$ cat config.mk
export PLATFORM = sky130hd
export DESIGN_NAME = scan_mux
export DESIGN_NICKNAME = d
export VERILOG_FILES = /design/src/rtl/scan_mux.sv
export SDC_FILE = /design/constraint.sdc
export NUM_CORES = 1
export LEC_CHECK = 0
export ABC_CLOCK_PERIOD_IN_PS = 2750
export BUFFER_PORTS_ARGS = -buffer_cell sky130_fd_sc_hd__buf_2
export CAP_MARGIN = 10
export CELL_PAD_IN_SITES_DETAIL_PLACEMENT = 0
export CELL_PAD_IN_SITES_GLOBAL_PLACEMENT = 2
export CORE_MARGIN = 5
export CORE_UTILIZATION = 29
export DETAILED_ROUTE_END_ITERATION = 10
export GPL_TIMING_DRIVEN = 0
export PLACE_DENSITY = 0.84
export SLEW_MARGIN = 5
export SYNTH_ARGS = -nofsm -noshare
export SYNTH_HDL_FRONTEND = slang
export SYNTH_SLANG_ARGS = --single-unit
$ cat constraint.sdc
create_clock -name clock -period 2.75 [get_ports clock]
set_input_delay 0.275 -clock clock [delete_from_list [all_inputs] [get_ports clock]]
set_output_delay 0.275 -clock clock [all_outputs]
set_load 0.05 [all_outputs]
$ cat src/rtl/scan_mux.sv
// Scanning channel multiplexer: manual select or timed auto scan with registered outputs.
// Optional SCAN_MUX_MASK_EN adds a per-channel enable port that steers the auto scan.
module scan_mux #(
  parameter int WIDTH    = 4,
  parameter int CHANNELS = 4,
  parameter int DWELL    = 8
) (
  input  logic                          clock,
  input  logic                          resetn,
  input  logic [CHANNELS*WIDTH-1:0]     data_in,
  input  logic [$clog2(CHANNELS)-1:0]   sel,
  input  logic                          mode,
  input  logic                          hold,
`ifdef SCAN_MUX_MASK_EN
  input  logic [CHANNELS-1:0]           ch_en,
`endif
  output logic [WIDTH-1:0]              data_out,
  output logic [$clog2(CHANNELS)-1:0]   chan,
  output logic                          valid,
  output logic                          wrap
);

  localparam int CW = $clog2(CHANNELS);
  localparam logic [7:0] DWELL_LAST = 8'(DWELL - 1);

  logic [CW-1:0]       chan_q, chan_d;
  logic [WIDTH-1:0]    data_q, data_d;
  logic [7:0]          cnt_q, cnt_d;
  logic                wrap_q, wrap_d;
  logic                valid_q, valid_d;
  logic                mode_q;
  logic [CHANNELS-1:0] en;
  logic                any_en;
  logic [CW-1:0]       nxt_ch;

`ifdef SCAN_MUX_MASK_EN
  assign en = ch_en;
`else
  assign en = '1;
`endif
  assign any_en = |en;

  // Next enabled channel after chan_q in ascending order; highest k first so the nearest wins.
  always_comb begin : find_next
    int unsigned idx;
    nxt_ch = chan_q;
    idx    = 0;
    for (int unsigned k = CHANNELS; k >= 1; k--) begin
      idx = 32'(chan_q) + k;
      if (idx >= CHANNELS) idx = idx - CHANNELS;
      if (en[CW'(idx)]) nxt_ch = CW'(idx);
    end
  end

  always_comb begin
    chan_d = chan_q;
    cnt_d  = cnt_q;
    wrap_d = 1'b0;
    if (!mode) begin
      if (32'(sel) < CHANNELS) chan_d = sel;
      cnt_d = '0;
    end else if (!mode_q) begin
      cnt_d = '0;
    end else if (!hold) begin
      if (cnt_q == DWELL_LAST) begin
        cnt_d = '0;
        if (any_en) begin
          chan_d = nxt_ch;
          wrap_d = (nxt_ch <= chan_q);
        end
      end else begin
        cnt_d = cnt_q + 8'd1;
      end
    end
    data_d  = any_en ? data_in[int'(chan_d)*WIDTH +: WIDTH] : '0;
    valid_d = en[chan_d];
  end

  // mode_q resets high so a scan started out of reset counts immediately instead of
  // treating the first edge as a manual-to-auto switch.
  always_ff @(posedge clock or negedge resetn) begin
    if (!resetn) begin
      chan_q  <= '0;
      data_q  <= '0;
      cnt_q   <= '0;
      wrap_q  <= 1'b0;
      valid_q <= 1'b0;
      mode_q  <= 1'b1;
    end else begin
      chan_q  <= chan_d;
      data_q  <= data_d;
      cnt_q   <= cnt_d;
      wrap_q  <= wrap_d;
      valid_q <= valid_d;
      mode_q  <= mode;
    end
  end

  assign data_out = data_q;
  assign chan     = chan_q;
  assign valid    = valid_q;
  assign wrap     = wrap_q;

endmodule

### Yosys cells after proc, flatten, opt, wreduce, memory -nomap -nowiden

Index checks and enable logic that the tools add are counted.

* bits in registers: 17
* latch bits: 0
* RAM bits: 0
* ROM bits: 0
* input bits: 22
* output and inout bits: 8
* logic and storage cells: 58
* memories kept: 0

* add/subtract/negate cells: 9
* multiply operators: 0
* div/mod/pow operators: 0
* $lt $le $gt $ge: 10
* equal/unequal tests: 2
* shift-type cells: 1
* multiplexer cells: 30
* bitwise logic cells: 0
* reductions and logical operators: 0

Operator list (number)
* $mux 8: 4
* $mux 2: 12
* $shiftx 16x5->4: 1
* $lt 2x3->1 const B: 5
* $bmux 1 s2: 5
* $ge 3x3->1 const B: 3
* $mux 1: 9
* $add 8x1->8 const B: 1
* $eq 8x3->1 const B: 1
* $sub 2x1->2 const B: 4
* $add 2x2->3 const B: 2
* $add 2x3->4 const B: 1
* $ge 4x3->1 const B: 1
* $add 2x1->3 const B: 1
* $ne 3x3->1 const B: 1
* $le 2x2->1: 1

### Longest topological paths before layout

* word-level depth: 15
* mapped depth: 7
* mapped depth without buffers: 6

### Worst setup path before layout

OpenSTA, ideal clock, no wires.

* kind: flip-flop to flip-flop
* from: register cnt_q[0]
* to: register data_q[0] (netlist: data_out[0])
* setup time: 0.126 ns
* arrival: 1.956 ns
* data required time: 2.624 ns
* path slack: 0.668 ns
* stages on the path, launching flop included: 8
* path buffers: 1
* period minus slack after synthesis: 2.082 ns
* path through: dfrtp_1 > ha_1 > or4bb_1 > o311a_1 > a311o_1 > buf_6 > mux2i_1 > mux2i_1

* word-level cells in the longest chain between the ends: 6

Ends and longest elaborated chain
* from (decl): RTL line 28 `logic [7:0] cnt_q, cnt_d;`
* from (signal assigned): RTL line 92 `cnt_q <= cnt_d;`
* $eq 8x3->1: RTL line 65 `if (cnt_q == DWELL_LAST) begin`
* $mux 2: RTL line 65
* $mux 2: RTL line 64 `end else if (!hold) begin`
* $mux 2: RTL line 62 `end else if (!mode_q) begin`
* $mux 2: RTL line 59 `if (!mode) begin`
* $shiftx 16x5->4: RTL line 75 `data_d = any_en ? data_in[int'(chan_d)*WIDTH +: WIDTH] : '0;`
* net data_d[0]: RTL line 27 `logic [WIDTH-1:0] data_q, data_d;`
* to (signal assigned): RTL line 91 `data_q <= data_d;`
* to (decl): RTL line 27

The timed path passes the listed nets, and every way through them passes these cells.
A chain may end at the register's enable or synchronous reset.

### Worst setup path after layout

Same ends and word-level chain as after synthesis.

==> impl_metrics.toml <==
[clock_network]
postCtsSetupBuffers = 0
cts_buffer_depth = 2
clk_pin_slew_ps = 100
cts_tree = "done"
cts-root-buf = "clkbuf_4"
h-tree-depth = 1
clock-sinks = 17
numCtsBuffers = 3
clk_latency_ps = 290

[timing]
setup_viol = 0
period_share = 0.8174
rsz0062_at_grt = "false"
fin_crit_ps = 2248
worst_clock_skew_ps = 8.117
hold_viol_final = 0
tns_ps = 0
fin_ws_ps = 502.2
slew_violations = 0
fmax_mhz = 444.9

[synthesis]
ys_types = 29
async_flop_share = 1.000
syn_nets = 106
syn_area_per_cell_sq_um = 10.77
netlist_instances = 82
ys_seq_area_frac = 0.4830
netlist_area_sq_um = 883.3
synth_flop_cell = "dfrtp_1"
synth_edf_count = 0
synth-warning-count = 0
synth_seq_cells = 17

[global_routing]
grt_pass1_vias = 781
overflow = 0
grt_pass1_wl_um = 3270
grt_start_max_net_pins = 18
grt_use_total = 0.09762
antenna_found_initial = 0

[critical_path]
critPathSlowestCell = "or4bb_1"
start_kind = "register"
cp_data_arrival_time_ps = 2430
required_ps = 2930
critPathBufInv = 1
worstPathCellList = "ha_1, or4bb_1, o311a_1, a311o_1, buf_6, mux2i_1, mux2i_1"
crit_family = "compound AO/OA/AOI/OAI gates"
cp_slowest_stage_delay_ps = 540
crit_fanout = 9
cp-end-kind = "register"
worstSetupPathType = "register to register"
cpMostUsedCell = "mux2i_1"
rrSetupSlack_ps = 500

[run]
max_cap_violations = 0

[final_layout]
area_delta_synth_final_pct = 25.21
layout-drive-gt1-share = 0.3276
finalCoreUtilization = 0.3714
antenna-diode-count = 0
final_net_count = 141

[detailed_routing]
drtIter0Drc = 10
vias = 708
ant_nets = 0
dr.pass1.iters = 4
drc_errors = 0
wl_per_cell_um = 12.17
viasPerCell = 4.752
totalWireLength_um = 1814

[placed_design]
post-place-ws_ps = 550.7
hpwl_um = 1379
numPortBuffers = 29
gp_congestion = 0.7410

[die]
die_area_sq_mm = 0.004250
start_util = 0.2966
core_sq_mm = 0.002978
die_y_um = 65.19
ios = 30
row_count = 20
die_w_um = 65.19

[power]
p_leak_nw = 0.5500
peakVddDrop_mv = 0.2278
power_density_mw_per_mm2 = 473.9

[min_path]
min_path_type = "input port to register"

[run_status]
status = "completed"
## synth_stat cells (2+ instances only)
cell      count  area (sq um)
xor2_1        2         17.52
inv_1         4         15.01
a311o_1       2         20.02
mux2i_1      12         120.1
and3_1        3         18.77
a21oi_1       2         10.01
nor2b_1       2         12.51
nand2_1       7         26.28
nor2_1        5         18.77
dfrtp_1      16         400.4
and2_1        2         12.51
xnor2_1       4         35.03
nand3b_1      2         15.01
nor3_1        3         15.01
ha_1          2         25.02
## per-layer routing
metal	wire length [um]	global-route usage	up-vias
met3	144	0.02393	6
li1	-	-	350
met4	45	0.05699	0
met1	803	0.1189	324
met5	0	0	-
met2	821	0.1555	28
## placed cells by master, fill, tap and decap left out, types with 3 or more instances in the layout
cell type | Yosys | routed
nor2_1 | 5 | 5
buf_2 | 1 | 30
xnor2_1 | 4 | 4
nand2_1 | 7 | 7
nor3_1 | 3 | 3
clkbuf_4 | 0 | 3
inv_1 | 4 | 4
mux2i_1 | 12 | 12
and3_1 | 3 | 3
dfrtp_1 | 16 | 16
## worst register-to-register path: stages, from the launching register on
cell and delay [ps]:
dfrtp_1 400, ha_1 200, or4bb_1 540, o311a_1 320, a311o_1 280, buf_6 150, mux2i_1 150, mux2i_1 80
## path summary, 6_finish.rpt
path                       startpoint     endpoint  cells after the start
max in group asynchronous      resetn       mode_q                      2
hold / removal                   mode       mode_q                      1
setup / recovery             cnt_q[0]  data_out[0]                      7
setup reg to reg             cnt_q[0]  data_out[0]                      7
min in group asynchronous      resetn     cnt_q[1]                      2
hold reg to reg              cnt_q[1]     cnt_q[1]                      2
## through the flow
stage | cell area [sq um] | cells | hold slack, ps | power [mW]
finish | 1106 | 149 | 80.23 | 0.5242
global route | 1106 | 149 | 64.42 | 0.5559
CTS | 1106 | 149 | 70.76 | 0.5346
detailed placement | 1070 | 144 | 226.1 | 0.3950
global placement | 1070 | 144 | 221.3 | 0.3933
floorplan | 883.3 | 82 | -20.59 | 0.3551
## registers in the layout (all words and copies together) (netlist names)
signal	cells
chan	2
data_out	4
valid	1
wrap	1
mode_q	1
cnt_q	8
## cell type report
type	instances	area [sq um]
Multi-Input combinational cell	58	421.7
Buffer	3	20.02
Sequential cell	17	426.7
Timing Repair Buffer	30	155.1
Clock buffer	4	26.28
Fill cell	295	1872
Inverter	4	15.01
Tap cell	33	41.29
## report_power, final
part	total [mW]	internal, mW	switching, mW
Sequential	0.270	0.263	0.00647
Combinational	0.120	0.0423	0.0775
Clock	0.135	0.0564	0.0782
Total	0.524	0.362	0.162
## logic make-up (layout without fill, tap and decap cells)
family | Yosys count | count (layout) | share of synthesized area
AOI/OAI and AO/OA | 6 | 6 | 0.05241
buffers and inverters | 7 | 41 | 0.03964
other | 1 | 1 | 0.004245
xor gates and xnor gates | 6 | 6 | 0.05949
DFF | 17 | 17 | 0.4830
muxes | 12 | 12 | 0.1360
adders and majority gates | 2 | 2 | 0.02832
and+or+nand+nor | 31 | 31 | 0.1969
## what timing repair did
action                    CTS  global route
hold endpoints to repair   16             0
resized for setup           0             0
hold buffers                1             0
(Power assumes the default switching activity.)
